===== src/rtl/addsub_pkg.sv =====
// Shared encodings and sizing for the sequential nibble-serial adder/subtractor.
package addsub_pkg;

    localparam int unsigned DEF_WIDTH = 32;
    localparam int unsigned NIBBLES   = DEF_WIDTH / 4;
    localparam int unsigned CNT_W     = $clog2(NIBBLES);

    typedef logic [1:0] state_t;

    localparam state_t ST_IDLE = 2'd0;
    localparam state_t ST_CALC = 2'd1;
    localparam state_t ST_DONE = 2'd2;

    // Signed overflow: operands agree in sign but the result sign differs.
    function automatic logic ovf_calc(input logic a_msb, input logic b_msb, input logic s_msb);
        return (a_msb == b_msb) && (s_msb != a_msb);
    endfunction

endpackage


===== src/rtl/cla4.sv =====
// 4-bit carry-lookahead adder slice; purely combinational.
module cla4 (
    input  logic [3:0] a,
    input  logic [3:0] b,
    input  logic       ci,
    output logic [3:0] s,
    output logic       co
);

    logic [3:0] g;
    logic [3:0] p;
    logic [3:0] c;

    always_comb begin
        g    = a & b;
        p    = a ^ b;
        c[0] = ci;
        c[1] = g[0] | (p[0] & ci);
        c[2] = g[1] | (p[1] & g[0]) | (p[1] & p[0] & ci);
        c[3] = g[2] | (p[2] & g[1]) | (p[2] & p[1] & g[0]) | (p[2] & p[1] & p[0] & ci);
        co   = g[3] | (p[3] & g[2]) | (p[3] & p[2] & g[1]) | (p[3] & p[2] & p[1] & g[0])
             | (p[3] & p[2] & p[1] & p[0] & ci);
        s    = p ^ c;
    end

endmodule


===== src/rtl/seq_addsub32.sv =====
// Multi-cycle adder/subtractor: one cla4 slice walks the operands a nibble per clock, LSB first.
module seq_addsub32
    import addsub_pkg::*;
#(
    parameter int unsigned WIDTH = DEF_WIDTH
) (
    input  logic             clk,
    input  logic             reset_n,
    input  logic             start,
    input  logic             op,
    input  logic [WIDTH-1:0] a,
    input  logic [WIDTH-1:0] b,
    output logic [WIDTH-1:0] s,
    output logic             co,
    output logic             ovf,
    output logic             busy,
    output logic             done
);

    localparam int unsigned Nib  = WIDTH / 4;
    localparam int unsigned CntW = (Nib > 1) ? $clog2(Nib) : 1;

    logic [WIDTH-1:0] a_q, a_d;
    logic [WIDTH-1:0] b_q, b_d;
    logic             c_q, c_d;
    logic [CntW-1:0]  cnt_q, cnt_d;
    state_t           state_q, state_d;
    logic [WIDTH-1:0] s_q, s_d;
    logic             co_q, co_d;
    logic             ovf_q, ovf_d;
    logic             done_q, done_d;

    logic [CntW+1:0]  bit_idx;
    logic [3:0]       nib_s;
    logic             nib_co;
    logic             last;

    assign bit_idx = {cnt_q, 2'b00};
    assign last    = (cnt_q == CntW'(Nib - 1));

    cla4 u_cla4 (
        .a  (a_q[bit_idx +: 4]),
        .b  (b_q[bit_idx +: 4]),
        .ci (c_q),
        .s  (nib_s),
        .co (nib_co)
    );

    always_comb begin
        a_d     = a_q;
        b_d     = b_q;
        c_d     = c_q;
        cnt_d   = cnt_q;
        state_d = state_q;
        s_d     = s_q;
        co_d    = co_q;
        ovf_d   = ovf_q;
        done_d  = 1'b0;

        case (state_q)
            ST_IDLE, ST_DONE: begin
                if (start) begin
                    // Subtract is a + ~b + 1: invert B here, inject the +1 as carry-in.
                    a_d     = a;
                    b_d     = b ^ {WIDTH{op}};
                    c_d     = op;
                    cnt_d   = '0;
                    state_d = ST_CALC;
                end else begin
                    state_d = ST_IDLE;
                end
            end
            ST_CALC: begin
                s_d[bit_idx +: 4] = nib_s;
                c_d               = nib_co;
                cnt_d             = cnt_q + CntW'(1);
                if (last) begin
                    co_d    = nib_co;
                    ovf_d   = ovf_calc(a_q[WIDTH-1], b_q[WIDTH-1], nib_s[3]);
                    cnt_d   = '0;
                    done_d  = 1'b1;
                    state_d = ST_DONE;
                end
            end
            default: state_d = ST_IDLE;
        endcase
    end

    always_ff @(posedge clk or negedge reset_n) begin
        if (!reset_n) begin
            a_q     <= '0;
            b_q     <= '0;
            c_q     <= 1'b0;
            cnt_q   <= '0;
            state_q <= ST_IDLE;
            s_q     <= '0;
            co_q    <= 1'b0;
            ovf_q   <= 1'b0;
            done_q  <= 1'b0;
        end else begin
            a_q     <= a_d;
            b_q     <= b_d;
            c_q     <= c_d;
            cnt_q   <= cnt_d;
            state_q <= state_d;
            s_q     <= s_d;
            co_q    <= co_d;
            ovf_q   <= ovf_d;
            done_q  <= done_d;
        end
    end

    assign s    = s_q;
    assign co   = co_q;
    assign ovf  = ovf_q;
    assign busy = (state_q == ST_CALC);
    assign done = done_q;

endmodule


===== config.mk =====
export PLATFORM = sky130hd
export DESIGN_NAME = seq_addsub32
export DESIGN_NICKNAME = d
export VERILOG_FILES = /design/src/rtl/addsub_pkg.sv /design/src/rtl/cla4.sv /design/src/rtl/seq_addsub32.sv
export SDC_FILE = /design/constraint.sdc
export NUM_CORES = 1
export LEC_CHECK = 0
export CORE_MARGIN = 4
export CORE_UTILIZATION = 46
export DETAILED_ROUTE_END_ITERATION = 12
export GPL_ROUTABILITY_DRIVEN = 1
export MAX_ROUTING_LAYER = met4
export PLACE_DENSITY_LB_ADDON = 0.1
export SYNTH_ARGS = -nofsm -noshare
export SYNTH_HDL_FRONTEND = slang
export SYNTH_SLANG_ARGS = --single-unit

===== constraint.sdc =====
create_clock -name clk -period 3 [get_ports clk]
set_input_delay 0.6 -clock clk [delete_from_list [all_inputs] [get_ports clk]]
set_output_delay 0.6 -clock clk [all_outputs]
set_load 0.01 [all_outputs]

== After elaboration in Yosys (flattened, before gate mapping) ==
Cells that the tools add are included.
Storage, ports and cells
  register bits: 105
  output and inout bits: 36
  logic and storage cells: 70
Cells by class
  $add $sub $neg: 2
  equal/unequal tests: 7
  shift-type cells: 4
  muxes and demuxes: 11
  bitwise logic cells: 30
  reduce and logical (&&, ||, !) cells: 7
Operators by type and width (number)
  $shiftx 32x6->4: 2
  $bwmux 32: 1
  $shift 4x7->32 const A: 1
  $shiftx 4x7->32: 1
  $xor 32x32->32: 1
  $and 1x1->1: 16
  $or 1x1->1: 10
  $xor 4x4->4: 2
  $neg 5->7: 1
  $mux 3: 2
  $pmux 3 s2: 1
  $reduce_and 2->1: 3
  $and 4x4->4: 1
  $mux 1: 4
  $pmux 2 s2: 1
  $add 3x1->3 const B: 1
  $eq 3x3->1 const B: 1
  $eq 2x1->1 const B: 1
  $eq 2x2->1 const B: 1
  $logic_not 2->1: 1
  $mux 2: 1
  $ne 2x1->1 const B: 1
  $ne 2x2->1 const B: 1
  $pmux 1 s2: 1
  other kinds (5): 5

== Depth between registers and ports, before layout ==
Gate-level depths: netlist of run 1.
  word-level depth: 9
  mapped depth: 10
  depth with buffers taken out: 8

== Hierarchy ==
From an unflattened synthesis of run 1, not the netlist that was laid out.
Second synthesis, totals
  cell total of the unflattened synthesis: 411
  area, all modules: 5235.0 um^2
Modules (own cells, without submodules)
  seq_addsub32: times used 1, cells each 394, area an instance 5087.4 um^2, seq. area each 2627.5 um^2
  cla4: times used 1, cells each 17, area an instance 147.6 um^2, seq. area each 0.0 um^2

== Worst setup path after synthesis of run 1 ==
Ideal clock, no wire load.
  kind: reg2reg
  start point: reg cnt_q[0]
  end point: reg ovf_q (netlist: ovf)
  setup time: 0.082 ns
  arrival: 2.847 ns
  data required time: 2.918 ns
  slack: 0.072 ns
  cell stages (with the launch flop): 10
  period minus slack after synthesis: 2.928 ns
  cells stage by stage: dfrtp_1 > buf_2 > mux4_2 > nand2_1 > nand2_1 > ha_1 > a21o_1 > a22o_4 > or4_1 > a31oi_1
On the way
  cells in the longest elaborated chain, start to end: 9
  elaborated cells between the ends (all ways): 17
  those cells by class: eq/ne: 2; shift: 2; bitwise: 11; reduce/logical: 2
Ends and longest elaborated chain
  start, declared: line seq_addsub32.sv:26  | logic [CntW-1:0] cnt_q, cnt_d;
  start signal, assigned: line seq_addsub32.sv:104  | cnt_q <= cnt_d;
  $shiftx 32x6->4 (on tied branches): line seq_addsub32.sv:42, seq_addsub32.sv:43
  $xor 4x4->4 or $and 4x4->4 (tied branches): line cla4.sv:16, cla4.sv:15
  $and 1x1->1: line cla4.sv:20  | c[3] = g[2] | (p[2] & g[1]) | (p[2] & p[1] & g[0]) | (p[2] & p[1] & p[0] & ci);
  $or 1x1->1 or $and 1x1->1 (tied branches) (2 in series): line cla4.sv:20
  $or 1x1->1: line cla4.sv:20
  $xor 4x4->4: line cla4.sv:23  | s = p ^ c;
  $ne 1x1->1: line addsub_pkg.sv:16  | return (a_msb == b_msb) && (s_msb != a_msb);
  $logic_and 1x1->1: line addsub_pkg.sv:16
  end signal, assigned: line seq_addsub32.sv:108  | ovf_q <= ovf_d;
  end, declared: line seq_addsub32.sv:30  | logic ovf_q, ovf_d;
Several ways; a longest one is shown, not always the timed one.
A chain may end at the register's enable or synchronous reset.

== Worst setup path in the final report of run 1 ==
Ends and elaborated chain as after synthesis.

==> impl_metrics.yaml, run 1 <==
global_route:
  grt_util_met3: 0.0404
  gr-usage-met2: 0.306
  grt_pass1_vias: 3898
  overflow: 0
  grt.busiest_layer: "met2"
  grtUsageMet1: 0.242
  grt_max_degree: 66
  grt_first_pass_wirelength_um: 18900
  grt_usage: 0.189
  antenna_found_initial: 0
timing:
  final_max_slew_viol_count: 0
  tightest_slew_ns: 0.891
  clock_skew_ns: 0.0110
  hold_viol_final: 0
  setup-violations-final: 0
  setup_tns_ns: 0
  relSlewSlack: 0.406
  max_freq_ghz: 0.351
  period_share: 0.950
  fin_crit_ns: 2.85
  rsz0062_at_grt: "false"
detailed_routing:
  vias_per_cell: 5.15
  vias: 3759
  drc: 0
  drt-initial-drc-count: 148
  wl_per_cell_um: 15.2
  first_pass_iters: 4
  routed_wl_um: 11100
  postRouteAntennaNets: 0
logic_synthesis:
  yosys.area.top_type: "dfrtp_1"
  ys_types: 47
  synth_top_area_frac: 0.522
  netlist_top_cells_area: "dfrtp_1 (52%), nand2_1 (12%), mux4_2 (7.2%)"
  yosysSeqAreaShare: 0.522
  syn_nets: 570
  ys_warn_count: 0
  ys_seq_elements: 105
  async_flop_share: 1.00
  synth.avg_cell_area_um2: 10.3
  ys.flop_type: "dfrtp_1"
  synth-edff-count: 0
  synth_common_cells: "nand2_1 (167), dfrtp_1 (105), o21ai_0 (38)"
  synth.most_common_cell: "nand2_1"
  synth_area_um2: 5040
  syn_inst: 489
layout:
  regArea_um2: 2630
  area_growth_pct: 27.7
  layout.nets: 670
  n_fill_cell: 935
  multi_input_area_um2: 2270
  layout-drive-gt1-share: 0.118
  diodes: 0
  final_cell_area_um2: 6430
power:
  leakage_nw: 2.92
  total_power_mw: 7.08
  p_int_mw: 4.14
  ir_drop_v: 0.000599
  powerDensity_nw_per_um2: 1100
  clockPowerShare: 0.115
  switching_power_mw: 2.94
  power_frac_seq: 0.342
  sw_frac_of_total: 0.416
  pwr-share-comb: 0.544
cts:
  numCtsBuffers: 9
  cts_resized: 0
  cts.sink_count: 105
  hold_buffers: 0
  cts-root-buf: "clkbuf_8"
  cts_tree: "yes"
  htree_levels: 3
  post_cts_buffers: 0
  cts.clk_slew.worst_paths_ns: 0.11
  insertion_delay_ns: 0.37
  cts_buffer_depth: 2
floorplanning:
  start_util: 0.479
  num_rows: 37
  coreArea_um2: 10500
  dieArea_um2: 12700
  pin_count: 104
  fp.dieW_um: 113
  die_h_um: 113
job:
  cap_viol_max_count: 0
place:
  hpwl_um: 8470
  place_area_um2: 6250
  port_buffers: 103
  gp_congestion: 0.812
critical_path:
  critPathLaunchType: "register"
  worstPathRequired_ns: 3.30
  cp_max_fo: 19
  cp-end-kind: "register"
  arrival_ns: 3.15
  worstSetupPathType: "reg2reg"
outcome:
  status: "finished, final reports clean"
hold_path:
  min_path_type: "in2async"
==> final cells by class <==
type | count | share of cell area
well taps | 136 | 0.0265
inverters | 10 | 0.00584
repair buffers | 115 | 0.179
flip-flops and latches | 105 | 0.409
clock inverters | 7 | 0.00817
clock buffers | 9 | 0.0193
multi-input cells | 348 | 0.353
==> power groups by stage <==
stage	clock, mW	sequential, mW	combinational, mW
after floorplan	0	2.41	2.35
after global placement	0	2.45	3.74
after detailed placement	0	2.45	3.89
after CTS	0.839	2.42	3.90
after global routing	0.890	2.50	4.27
final	0.812	2.42	3.85
==> layout by cell type, fill, tap and decap left out, types with 2 or more instances in the layout <==
master,n
nor2_1,14
a21o_1,2
o21ai_1,2
o31ai_1,6
nand2_1,167
o21ai_0,38
or3_1,2
clkbuf_8,9
o41ai_1,2
inv_6,3
a21oi_1,3
nand3_1,3
mux4_2,16
buf_4,10
inv_2,2
nand4_1,3
clkdlybuf4s50_1,101
o22ai_1,2
nor3_1,3
buf_12,3
inv_1,7
ha_1,12
clkinv_2,2
dfrtp_1,105
mux2_2,14
xnor2_1,33
==> state kept, by name, indices dropped and copies added (netlist names) <==
register  cells
a_q          32
b_q          32
s            32
cnt_q         3
state_q       2
c_q           1
co            1
done          1
ovf           1
==> stage by stage <==
step                      instances  setup WS, ns  hold WS [ns]  utilization
after floorplan                 489        0.0715         0.304            -
after global placement          714         0.227         0.458        0.595
after detailed placement        714         0.147         0.466        0.595
after CTS                       730         0.142         0.172        0.612
after global routing            730        0.0466         0.178        0.612
final                           730         0.149         0.161        0.612
==> path summary, 6_finish.rpt <==
path,startpoint,endpoint,slack [ns],depth (start not counted)
setup / recovery,cnt_q[0]$_DFFE_PN0P_,ovf$_DFFE_PN0P_,0.15,9
hold / removal,reset_n,s[28]$_DFFE_PN0P_,0.16,1
setup reg to reg,cnt_q[0]$_DFFE_PN0P_,ovf$_DFFE_PN0P_,0.15,9
hold reg to reg,b_q[29]$_DFFE_PN0P_,b_q[29]$_DFFE_PN0P_,0.48,2
max in group asynchronous,reset_n,s[9]$_DFFE_PN0P_,2.09,2
min in group clk,b_q[29]$_DFFE_PN0P_,b_q[29]$_DFFE_PN0P_,0.48,2
==> metal layers <==
| metal | part of all wire | wire length (um) |
|---|---|---|
| met5 | 0 | 0 |
| met4 | 0.015 | 162 |
| met3 | 0.045 | 500 |
| met2 | 0.50 | 5560 |
| met1 | 0.44 | 4900 |
==> worst max-delay path, stage by stage (launching register included) <==
cell and delay [ns]:
dfrtp_1 0.40, buf_12 0.20, mux4_2 0.52, nand2_1 0.08, nand2_1 0.08, ha_1 0.36, a21o_1 0.21, a22o_4 0.30
or4_1 0.46, a31oi_1 0.16
==> cell families (layout without fill, tap and decap cells) <==
logic type                 count (synthesis)  in the layout  synth area share
AOI/OAI and AO/OA                         64             64            0.0790
xor gates and xnor gates                  34             34            0.0591
adders and majority gates                 13             13            0.0338
buffers and inverters                     36            141            0.0288
DFF                                      105            105             0.522
muxes                                     32             32             0.107
and+or+nand+nor                          205            205             0.170
(Power assumes the default switching activity.)
==> inputs of run 2 (changes only) <==
--- a/config.mk
+++ b/config.mk
@@ -11,6 +11,7 @@
 export GPL_ROUTABILITY_DRIVEN = 1
 export MAX_ROUTING_LAYER = met4
 export PLACE_DENSITY_LB_ADDON = 0.1
+export SLEW_MARGIN = 25
 export SYNTH_ARGS = -nofsm -noshare
 export SYNTH_HDL_FRONTEND = slang
 export SYNTH_SLANG_ARGS = --single-unit
==> results of run 2 <==
Same layout as run 1: the final DEF is identical, and so are final timing and power.
